`config.mk`:
```
export PLATFORM = sky130hd
export DESIGN_NAME = enemy_spawn_ctrl
export DESIGN_NICKNAME = d
export VERILOG_FILES = /design/src/rtl/enemy_spawn_pkg.sv /design/src/rtl/enemy_spawn_ctrl_timer.sv /design/src/rtl/enemy_spawn_ctrl.sv
export SDC_FILE = /design/constraint.sdc
export NUM_CORES = 1
export LEC_CHECK = 0
export ABC_AREA = 1
export ABC_CLOCK_PERIOD_IN_PS = 1400
export CORE_MARGIN = 5
export CORE_UTILIZATION = 35
export CTS_BUF_LIST = sky130_fd_sc_hd__clkbuf_8
export DETAILED_ROUTE_END_ITERATION = 7
export PLACE_DENSITY = 0.64
export SYNTH_ARGS = -nofsm -noshare
export SYNTH_HDL_FRONTEND = slang
export SYNTH_SLANG_ARGS = --single-unit
```
`constraint.sdc`:
```
create_clock -name clk -period 1.4 [get_ports clk]
set_input_delay 0.28 -clock clk [delete_from_list [all_inputs] [get_ports clk]]
set_output_delay 0.28 -clock clk [all_outputs]
set_load 0.05 [all_outputs]
```
`src/rtl/enemy_spawn_pkg.sv`:
```
// Shared types and constants for the enemy spawn controller: FSM states,
// spawn-point coordinate table and the slot-to-coordinate lookup.
package enemy_spawn_pkg;

    localparam int unsigned COORD_W     = 11;
    localparam int unsigned TIMER_W     = 8;
    localparam int unsigned TABLE_SLOTS = 4;
    localparam int unsigned SLOT_IDX_W  = 2;

    typedef enum logic [2:0] {
        IDLE,
        WAIT,
        REQ,
        SAMPLE,
        CHECK,
        OFFER,
        DONE
    } spawn_state_t;

    typedef struct packed {
        logic [COORD_W-1:0] x;
        logic [COORD_W-1:0] y;
    } spawn_coord_t;

    localparam logic [COORD_W-1:0] SLOT_X [TABLE_SLOTS] = '{11'd32, 11'd192, 11'd352, 11'd512};
    localparam logic [COORD_W-1:0] SLOT_Y [TABLE_SLOTS] = '{11'd32, 11'd32, 11'd32, 11'd32};

    // Top-left corner of a spawn point.
    function automatic spawn_coord_t slot_coord(input logic [SLOT_IDX_W-1:0] idx);
        spawn_coord_t c;
        c.x = SLOT_X[idx];
        c.y = SLOT_Y[idx];
        return c;
    endfunction

endpackage

```
`src/rtl/enemy_spawn_ctrl_timer.sv`:
```
// Loadable frame-counted down-timer; decrements on frame pulses and
// saturates at zero. The zero flag is registered alongside the count.
module frame_down_timer
    import enemy_spawn_pkg::*;
(
    input  logic               clk,
    input  logic               resetN,
    input  logic               load,
    input  logic [TIMER_W-1:0] load_value,
    input  logic               dec,
    output logic               zero
);

    logic [TIMER_W-1:0] count;
    logic [TIMER_W-1:0] count_n;

    always_comb begin
        count_n = count;
        if (load) begin
            count_n = load_value;
        end else if (dec && (count != '0)) begin
            count_n = count - TIMER_W'(1);
        end
    end

    always_ff @(posedge clk or negedge resetN) begin
        if (!resetN) begin
            count <= '0;
            zero  <= 1'b1;
        end else begin
            count <= count_n;
            zero  <= (count_n == '0);
        end
    end

endmodule

```
`src/rtl/enemy_spawn_ctrl.sv`:
```
// Enemy spawn controller: paces spawn attempts by frames, asks the random
// generator for a slot, skips blocked slots and offers the spawn to the pool.
module enemy_spawn_ctrl
    import enemy_spawn_pkg::*;
#(
    parameter int unsigned SPAWN_PERIOD  = 120,
    parameter int unsigned RETRY_FRAMES  = 8,
    parameter int unsigned TOTAL_ENEMIES = 20,
    parameter int unsigned MAX_ALIVE     = 4,
    parameter int unsigned NUM_SLOTS     = 4,
    parameter int unsigned SLOT_BITS     = 2
)(
    input  logic                 clk,
    input  logic                 resetN,
    input  logic                 game_enable,
    input  logic                 startOfFrame,
    input  logic [SLOT_BITS-1:0] rand_slot,
    input  logic [NUM_SLOTS-1:0] slot_blocked,
    input  logic                 enemy_destroyed,
    input  logic                 spawn_ready,
    output logic                 rand_rise,
    output logic                 spawn_valid,
    output logic [SLOT_BITS-1:0] spawn_slot,
    output logic [COORD_W-1:0]   spawn_x,
    output logic [COORD_W-1:0]   spawn_y,
    output logic [4:0]           enemies_left,
    output logic [2:0]           alive_cnt,
    output logic                 level_cleared
);

    localparam int unsigned LEFT_W  = 5;
    localparam int unsigned ALIVE_W = 3;

    spawn_state_t         state, state_n;
    logic [SLOT_BITS-1:0] cand, cand_n;
    logic [SLOT_BITS-1:0] tries, tries_n;
    logic [SLOT_BITS-1:0] slot_n;
    logic [COORD_W-1:0]   x_n, y_n;
    logic [LEFT_W-1:0]    left_n;
    logic [ALIVE_W-1:0]   alive_n;
    logic                 valid_n, rise_n;
    logic                 xfer;
    logic                 tmr_load, tmr_dec, tmr_zero;
    logic [TIMER_W-1:0]   tmr_value;
    spawn_coord_t         cand_coord;

    assign cand_coord    = slot_coord(SLOT_IDX_W'(cand));
    assign tmr_dec       = (state == WAIT) && startOfFrame;
    assign level_cleared = game_enable && (enemies_left == '0) && (alive_cnt == '0);

    frame_down_timer u_timer (
        .clk        (clk),
        .resetN     (resetN),
        .load       (tmr_load),
        .load_value (tmr_value),
        .dec        (tmr_dec),
        .zero       (tmr_zero)
    );

    // Next-state, counter and offer-payload logic.
    always_comb begin
        state_n   = state;
        cand_n    = cand;
        tries_n   = tries;
        slot_n    = spawn_slot;
        x_n       = spawn_x;
        y_n       = spawn_y;
        left_n    = enemies_left;
        alive_n   = alive_cnt;
        tmr_load  = 1'b0;
        tmr_value = TIMER_W'(SPAWN_PERIOD);
        xfer      = 1'b0;

        if (!game_enable) begin
            state_n = IDLE;
            left_n  = LEFT_W'(TOTAL_ENEMIES);
            alive_n = '0;
        end else begin
            case (state)
                IDLE: begin
                    tmr_load = 1'b1;
                    state_n  = WAIT;
                end
                WAIT: begin
                    if (tmr_zero) begin
                        if (enemies_left == '0) begin
                            state_n = DONE;
                        end else if (alive_cnt == ALIVE_W'(MAX_ALIVE)) begin
                            tmr_load  = 1'b1;
                            tmr_value = TIMER_W'(RETRY_FRAMES);
                        end else begin
                            state_n = REQ;
                        end
                    end
                end
                REQ: begin
                    state_n = SAMPLE;
                end
                SAMPLE: begin
                    cand_n  = rand_slot;
                    tries_n = '0;
                    state_n = CHECK;
                end
                CHECK: begin
                    if (!slot_blocked[cand]) begin
                        slot_n  = cand;
                        x_n     = cand_coord.x;
                        y_n     = cand_coord.y;
                        state_n = OFFER;
                    end else if (tries == SLOT_BITS'(NUM_SLOTS - 1)) begin
                        tmr_load  = 1'b1;
                        tmr_value = TIMER_W'(RETRY_FRAMES);
                        state_n   = WAIT;
                    end else begin
                        cand_n  = cand + SLOT_BITS'(1);
                        tries_n = tries + SLOT_BITS'(1);
                    end
                end
                OFFER: begin
                    if (spawn_ready) begin
                        xfer     = 1'b1;
                        left_n   = enemies_left - LEFT_W'(1);
                        alive_n  = alive_cnt + ALIVE_W'(1);
                        tmr_load = 1'b1;
                        state_n  = WAIT;
                    end
                end
                DONE: begin
                    state_n = DONE;
                end
                default: begin
                    state_n = IDLE;
                end
            endcase

            // A death in the same cycle as a transfer cancels the increment.
            if (enemy_destroyed) begin
                if (xfer) begin
                    alive_n = alive_cnt;
                end else if (alive_cnt != '0) begin
                    alive_n = alive_cnt - ALIVE_W'(1);
                end
            end
        end

        valid_n = (state_n == OFFER);
        rise_n  = (state_n == REQ);
    end

    always_ff @(posedge clk or negedge resetN) begin
        if (!resetN) begin
            state        <= IDLE;
            cand         <= '0;
            tries        <= '0;
            spawn_slot   <= '0;
            spawn_x      <= '0;
            spawn_y      <= '0;
            enemies_left <= LEFT_W'(TOTAL_ENEMIES);
            alive_cnt    <= '0;
            spawn_valid  <= 1'b0;
            rand_rise    <= 1'b0;
        end else begin
            state        <= state_n;
            cand         <= cand_n;
            tries        <= tries_n;
            spawn_slot   <= slot_n;
            spawn_x      <= x_n;
            spawn_y      <= y_n;
            enemies_left <= left_n;
            alive_cnt    <= alive_n;
            spawn_valid  <= valid_n;
            rand_rise    <= rise_n;
        end
    end

endmodule

```
# Yosys cells after proc, flatten, opt, wreduce, memory -nomap -nowiden

Index checks and enable logic that the tools add are counted.
W data, S select, Z words.

Bits of input ports: 12
Register bits: 50
Logic and storage cells: 101
Output and inout port bits: 35

Reduce and logical (&&, ||, !) cells: 14
Mux-type cells: 50
Add/sub/neg operators: 6
Bitwise logic cells: 2
Order comparisons: 2
Equality and inequality tests: 15

Operator list:

| operator              | number |
|---|---|
| $bmux W11 S2          | 2 |
| $mux W11              | 4 |
| $mux W7               | 6 |
| $mux W3               | 13 |
| $pmux W3 S7           | 1 |
| $mux W8               | 2 |
| $eq A3 B3 Y1 const B  | 5 |
| $mux W5               | 3 |
| $pmux W7 S2           | 1 |
| $mux W1               | 10 |
| $eq A3 B2 Y1 const B  | 3 |
| $logic_not A8 Y1      | 1 |
| $mux W2               | 4 |
| $pmux W2 S2           | 2 |
| $reduce_bool A8 Y1    | 1 |
| $sub A8 B1 Y8 const B | 1 |
| $logic_not A3 Y1      | 2 |
| $logic_not A5 Y1      | 1 |
| $sub A5 B1 Y5 const B | 1 |
| $add A2 B1 Y2 const B | 2 |
| $logic_and A1 B1 Y1   | 4 |
| $ne A2 B1 Y1 const B  | 2 |
| $ne A2 B2 Y1 const B  | 2 |
| $pmux W1 S4           | 1 |
| other kinds (15)      | 15 |

# Depth between registers and ports, before layout

Gate-level depths: netlist (run 1).

Depth after elaboration: 8
Mapped depth: 14

# Cells and area by module

From an unflattened synthesis (run 1), not the netlist that was laid out.

Cell total of the unflattened synthesis: 317
Area total of the unflattened synthesis: 2397.3 sq um

Modules (own cells, without submodules):

| module           | times used | area each (sq um) | seq. area each (sq um) | cells an instance |
|---|---|---|---|---|
| enemy_spawn_ctrl | 1          | 1695.4            | 628.1                  | 213 |
| frame_down_timer | 1          | 701.9             | 226.5                  | 104 |

# Worst setup path after synthesis (run 1)

No wires, ideal clock.

Kind: register -> output
Start point: register enemies_left[0]
End point: output level_cleared
Buffers on the path: 0
Path slack: -0.664 ns
Stages on the path, launching flop included: 7
Required time: 1.120 ns
Arrival time: 1.784 ns
Cell sequence: dfrtp_1 -> inv_1 -> ha_1 -> inv_1 -> nor2_1 -> nand3_1 -> nor2_1

Cells in the longest elaborated chain, start to end: 3

Ends and longest elaborated chain:

| item                             | RTL line                | source |
|---|---|---|
| from (decl)                      | enemy_spawn_ctrl.sv:26  | `output logic [4:0] enemies_left,` |
| from (signal assigned)           | enemy_spawn_ctrl.sv:158 | `enemies_left <= LEFT_W'(TOTAL_ENEMIES);` |
| from (signal assigned)           | enemy_spawn_ctrl.sv:169 | `enemies_left <= left_n;` |
| $logic_not A5 Y1                 | enemy_spawn_ctrl.sv:49  | `assign level_cleared = game_enable && (enemies_left == '0) && (alive_cnt == '0);` |
| $logic_and A1 B1 Y1 (2 in a row) | enemy_spawn_ctrl.sv:49  |  |
| to (decl)                        | enemy_spawn_ctrl.sv:28  | `output logic level_cleared` |

No other way between the ends.

# Worst setup path after layout (run 1)

Ends and elaborated chain as after synthesis.

==> flow_summary.json, run 1 <==
{
  "pwr-share-seq_pct": 34.0,
  "port_buffers": 30,
  "die_x_um": 89.25,
  "place_area_um2": 3193,
  "status": "complete, but fails checks",
  "worstPathRequired_ps": 1120,
  "cts_buffers": 5,
  "area.growth.synth_to_final_pct": 69.95,
  "rsz0062_at_grt": "true",
  "n_fill_cell": 484,
  "drv_cap": 0,
  "clkTransAtPathRegs_ps": 70,
  "cts_max_path_buffers": 2,
  "ant_nets": 0,
  "layout_commonest_cell": "nand2_1",
  "firstDrtPassIters": 4,
  "synth_edf_count": 0,
  "htree_levels": 2,
  "worstPathMaxFanout": 2,
  "tritoncts": "done",
  "violations": "negative setup slack",
  "setup_violations": 23,
  "dieArea_um2": 7966,
  "seq_area_um2": 860.8,
  "place.gp.congestion": 0.8479,
  "startpoint_type": "register",
  "multiInputGateArea_um2": 1431,
  "finClkSkew_ps": 4.290,
  "maxSlewViolCount": 0,
  "pwr-share-comb_pct": 44.6,
  "num_rows": 28,
  "core_um2": 6026,
  "ys_seq_area_share_pct": 38.87,
  "dp.cells": 442,
  "critPathCaptureType": "output pin",
  "clk_latency_ps": 280,
  "synthArstFlopShare_pct": 100.0,
  "startpoint": "enemies_left[0]",
  "syn_area_um2": 2198,
  "routed_wl_um": 5841,
  "cts_sinks": 34,
  "final_cell_mix": "61 x nand2_1, 56 x buf_4, 26 x dfrtp_1",
  "power.internal_uw": 2165,
  "finalNonFillerCells": 469,
  "die_h_um": 89.25,
  "vias": 2171,
  "vias_per_cell": 4.629,
  "grt_max_degree": 35,
  "nNetsFinal": 417,
  "synth-seq-cells": 34,
  "hp-class": "primary input to asynchronous set/reset pin",
  "syn_avg_cell_area_um2": 7.687,
  "min_period_over_period_pct": 123.0,
  "critPathKind": "register to output pin",
  "pwr-share-clk_pct": 21.4,
  "final_area_um2": 3736,
  "antenna_found_initial": 0,
  "cts-hold-fix-buffers": 0,
  "cp.arrival_ps": 1440,
  "drc": 0,
  "gr-total-overflow": 0,
  "hpwl_um": 3921,
  "drive_gt1_share_pct": 50.25,
  "min_period_ps": 1722,
  "grt_pass1_wl_um": 8742,
  "power_density_nw_per_um2": 924.3,
  "p_sw_uw": 1288,
  "hold_viol": 0,
  "drt_iter0_markers": 72,
  "synth_warnings": 0,
  "wl_per_cell_um": 12.45,
  "ys.flop_type": "dfrtp_1",
  "io_pins": 47,
  "grt_usage_pct": 14.01,
  "p_leak_uw": 0.001815,
  "grt_pass1_vias": 2053,
  "synth_cells": 286,
  "ys_types": 36,
  "ir_drop_v": 0.0006882,
  "start_util_pct": 36.48,
  "root_buffer": "clkbuf_8",
  "layout_setup_ws_ps": -322.5,
  "clock.fmax_ghz": 0.5806,
  "swShare_pct": 37.30,
  "reg2reg_from": "enemies_left[0]",
  "diodes": 0
}
cell usage after synthesis (2+ instances only):
master / number / area share, %
nor2_4: 2 / 1.0
nand2_2: 5 / 1.4
inv_1: 38 / 6.5
ha_1: 12 / 6.8
nor2_1: 20 / 3.4
inv_2: 7 / 1.2
nand4_1: 6 / 1.7
xor2_1: 3 / 1.2
a21oi_1: 5 / 1.1
buf_4: 16 / 5.5
nand3_1: 15 / 3.4
nand2_4: 2 / 1.0
dfrtp_1: 31 / 35
nand2_1: 75 / 13
nor2_2: 4 / 1.1
nor3_1: 4 / 0.91
dfstp_2: 3 / 3.6
o21ai_0: 17 / 3.9
nand3_2: 2 / 0.91
o21ai_1: 3 / 0.68
kinds of logic (layout without fill, tap and decap cells):
kind of cell | Yosys count | in the layout | share of synthesized area, %
AND/OR/NAND/NOR | 142 | 144 | 30.56
buffers and inverters | 62 | 153 | 13.38
adder cells (fa/ha/maj) | 12 | 12 | 6.830
multiplexers | 1 | 1 | 0.4553
flip-flops | 34 | 34 | 38.87
other | 1 | 16 | 0.1706
XOR/XNOR | 3 | 3 | 1.195
AO/OA/AOI/OAI | 31 | 31 | 8.537
timing repair:
| action | 4_1_cts | 5_1_grt |
|---|---|---|
| cloned | 2 | 0 |
| buffers inserted | 7 | 10 |
| pin swaps | 9 | 26 |
| setup endpoints to repair | 27 | 37 |
| gates resized for setup | 22 | 75 |
sequential cells by signal, indices dropped and copies added, names as in the netlist:
name	cells
u_timer.count	8
enemies_left	5
spawn_x	5
alive_cnt	3
state	3
cand	2
spawn_slot	2
tries	2
rand_rise	1
spawn_valid	1
spawn_y	1
u_timer.zero	1
per-layer routing:
layer	up-vias	track usage [%]	share of wire, %
met1	1039	16.42	39
met3	8	3.041	3.3
met4	0	5.007	1.6
li1	1088	-	-
met5	-	0	0
met2	36	25.05	56
stage by stage:
| stage | total power [uW] | worst slack [ps] | util (%) | hold slack, ps | TNS, ps |
|---|---|---|---|---|---|
| 6_report | 3453 | -322.5 | 62.00 | 359.7 | -2955 |
| 5_1_grt | 3688 | -417.8 | 62.00 | 367.1 | -6062 |
| 4_1_cts | 3274 | -278.9 | 56.69 | 362.5 | -2146 |
| 3_5_place_dp | 2490 | -294.8 | 52.99 | 502.3 | -5541 |
| 3_3_place_gp | 2474 | -266.1 | 52.99 | 478.9 | -4862 |
| 2_1_floorplan | 1956 | -226.5 | - | -15.59 | -1442 |
area by class of cell:
cell class                 instances  area share (%)
clock inverter                     2          0.2344
multi-input combinational        207           38.31
tap                               75           2.512
timing repair buffer             100           28.83
inverter                          45           4.856
clock buffer                       6           2.210
sequential                        34           23.04
power by group through the flow:
stage | combinational, uW | sequential, uW | clock (uW)
3_5_place_dp | 1310 | 1180 | 0
4_1_cts | 1340 | 1170 | 761
3_3_place_gp | 1290 | 1180 | 0
6_report | 1540 | 1170 | 740
5_1_grt | 1700 | 1190 | 801
2_1_floorplan | 675 | 1280 | 0
path summary, 6_finish.rpt:
check | end | slack, ps | cells past startpoint
max | level_cleared | -320 | 7
min | enemies_left[0] | 360 | 2
max reg2reg | u_timer.zero | -300 | 12
min reg2reg | tries[1] | 510 | 2
max in group asynchronous | u_timer.zero | 800 | 2
min in group clk | tries[1] | 510 | 2
critical path: stages (launching register included):
cell,delay (ps)
dfrtp_2,420
inv_2,80
ha_4,140
inv_4,30
nor2_4,110
nand3_2,110
nor2_4,120
buf_12,140
No activity file was read; power rests on OpenSTA's default activity.
==> inputs of run 2 (changes only) <==
--- a/config.mk
+++ b/config.mk
@@ -8,10 +8,10 @@
 export ABC_AREA = 1
 export ABC_CLOCK_PERIOD_IN_PS = 1400
 export CORE_MARGIN = 5
-export CORE_UTILIZATION = 35
+export CORE_UTILIZATION = 45
 export CTS_BUF_LIST = sky130_fd_sc_hd__clkbuf_8
 export DETAILED_ROUTE_END_ITERATION = 7
-export PLACE_DENSITY = 0.64
+export PLACE_DENSITY = 0.78
 export SYNTH_ARGS = -nofsm -noshare
 export SYNTH_HDL_FRONTEND = slang
 export SYNTH_SLANG_ARGS = --single-unit
==> run 2 against run 1 <==
Clock power up 27%. Maximum frequency down 8.7%. Cell count shrank 0.43%. Critical endpoint is now u_timer.zero. Core utilization increased by 19 points. The run still ends with negative setup slack left. Routed wire length increased by 38%. Power up 8.8%. Worst hold slack improved by 7.8 ps. Largest cell class unchanged. Via count up 9.9%.
==> flow_summary.json, run 2 (synthesized netlist as in run 1, its figures left out) <==
{
  "grt_pass1_wl_um": 10320,
  "place_area_um2": 3191,
  "power_density_nw_per_um2": 977.8,
  "top_regs": "u_timer.count x8, enemies_left x5, spawn_x x5",
  "cp.arrival_ps": 2120,
  "cts_buffers": 5,
  "multiInputGateArea_um2": 1454,
  "final_cell_mix": "59 x nand2_1, 59 x buf_4, 24 x dfrtp_1",
  "clock.fmax_ghz": 0.5299,
  "status": "complete, but fails checks",
  "gr-total-overflow": 0,
  "power.internal_uw": 2314,
  "p_sw_uw": 1445,
  "dp.cells": 435,
  "vias": 2385,
  "routed_wl_um": 8042,
  "drv_cap": 0,
  "cp_slowest_stage_delay_ps": 380,
  "critPathCaptureType": "register",
  "die_x_um": 79.90,
  "top_register": "u_timer.count",
  "critPathKind": "register to register",
  "violations": "negative setup slack",
  "cp_num_buf_inv": 3,
  "maxSlewViolCount": 0,
  "finalNonFillerCells": 467,
  "n_fill_cell": 227,
  "p_leak_uw": 0.001848,
  "port_buffers": 30,
  "finClkSkew_ps": 12.09,
  "largest_reg_flops": 8,
  "slowest_stage": "dfrtp_2",
  "dieArea_um2": 6383,
  "grt_pass1_vias": 2220,
  "hp-class": "primary input to asynchronous set/reset pin",
  "start_util_pct": 46.54,
  "cts-hold-fix-buffers": 0,
  "min_period_over_period_pct": 134.8,
  "place.gp.congestion": 0.8719,
  "hpwl_um": 4171,
  "worstPathRequired_ps": 1640,
  "firstDrtPassIters": 4,
  "clk_latency_ps": 310,
  "grt_max_degree": 35,
  "crit_path_cell_trace": "inv_2 > ha_4 > inv_2 > nor2_4 > buf_6 > a21oi_4 > nand2_2 > nand3_2 > nand2_4 > nand2_2 > nand2_2 > nor2_2 > nand2_1 > nor2_2",
  "pwr-share-comb_pct": 43.2,
  "seq_area_um2": 863.3,
  "worstPathMaxFanout": 6,
  "drt_iter0_markers": 90,
  "core_um2": 4723,
  "io_pins": 47,
  "htree_levels": 2,
  "antenna_found_initial": 0,
  "critical_path.most_common_cell": "nand2_2",
  "diodes": 0,
  "setup_violations": 35,
  "startpoint_type": "register",
  "critPathTopFamily": "simple AND/OR/NAND/NOR gates",
  "clkTransAtPathRegs_ps": 80,
  "drive_gt1_share_pct": 53.00,
  "area.growth.synth_to_final_pct": 74.84,
  "cts_sinks": 34,
  "ant_nets": 0,
  "rsz0062_at_grt": "true",
  "pwr-share-clk_pct": 25.1,
  "root_buffer": "clkbuf_8",
  "nNetsFinal": 423,
  "die_h_um": 79.90,
  "drc": 0,
  "final_area_um2": 3844,
  "swShare_pct": 38.44,
  "tritoncts": "done",
  "grt_usage_pct": 20.72,
  "num_rows": 25,
  "cts_max_path_buffers": 2,
  "min_period_ps": 1887,
  "wl_per_cell_um": 17.22,
  "vias_per_cell": 5.107,
  "ir_drop_v": 0.0009098,
  "hold_viol": 0,
  "layout_setup_ws_ps": -487.0,
  "pwr-share-seq_pct": 31.7
}
==> run 2: metrics by stage <==
stage | worst slack, ps | util, % | hold WS [ps] | setup TNS [ps] | power, uW
after global routing | -564.8 | 81.38 | 374.2 | -8755 | 3963
after global placement | -321.8 | 67.55 | 479.3 | -4541 | 2441
after detailed placement | -322.3 | 67.55 | 493.1 | -5717 | 2486
final | -487.0 | 81.38 | 367.6 | -6783 | 3758
after CTS | -281.2 | 72.69 | 380.2 | -1240 | 3433
after floorplan | -226.5 | - | -15.59 | -1442 | 1956
==> run 2: worst reg2reg max path: cells and delay by family (launching register included) <==
| family | cells | cell delay [ps] |
|---|---|---|
| simple gates | 9 | 840 |
| flops | 1 | 380 |
| buf+inv | 3 | 290 |
| fa+ha+maj | 1 | 160 |
| compound gates | 1 | 160 |
==> run 2: worst paths after layout <==
check                                     start            to  slack, ps  depth (start not counted)
worst min register to register         tries[1]      tries[1]        520                          2
min in group clk                       tries[1]      tries[1]        520                          2
worst min-delay path                     resetN     rand_rise        370                          2
worst max-delay path            enemies_left[0]  u_timer.zero       -490                         14
max in group asynchronous                resetN  u_timer.zero        780                          2
worst max register to register  enemies_left[0]  u_timer.zero       -490                         14
==> run 2: layout make-up <==
cell class	instances	share of cell area, %
Clock buffer	5	1.790
Timing Repair Buffer	107	29.79
Clock inverter	3	1.172
Inverter	45	4.785
Multi-Input combinational cell	206	37.83
Tap cell	67	2.181
Sequential cell	34	22.46
==> run 2: metal layers <==
metal  GRT usage [%]  up-vias  part of all wire, %
met5               0        -                    0
met4           6.588        0                  4.4
met3           4.628       32                  5.5
met2           38.33       93                   53
met1           23.29     1158                   37
li1                -     1102                    -
==> run 2: timing repair <==
action / in CTS / in global routing
resized for setup: 28 / 85
pin swaps: 9 / 33
setup buffers: 4 / 20
setup endpoints to repair: 28 / 36
endpoints found under the hold margin: 0 / 0
gates cloned: 1 / 0
==> run 2: power groups by stage <==
stage,registers (uW),logic (uW),clock network (uW)
after floorplan,1280,675,0
after global placement,1180,1260,0
after detailed placement,1190,1300,0
after CTS,1170,1340,925
after global routing,1200,1760,1000
final,1190,1630,943
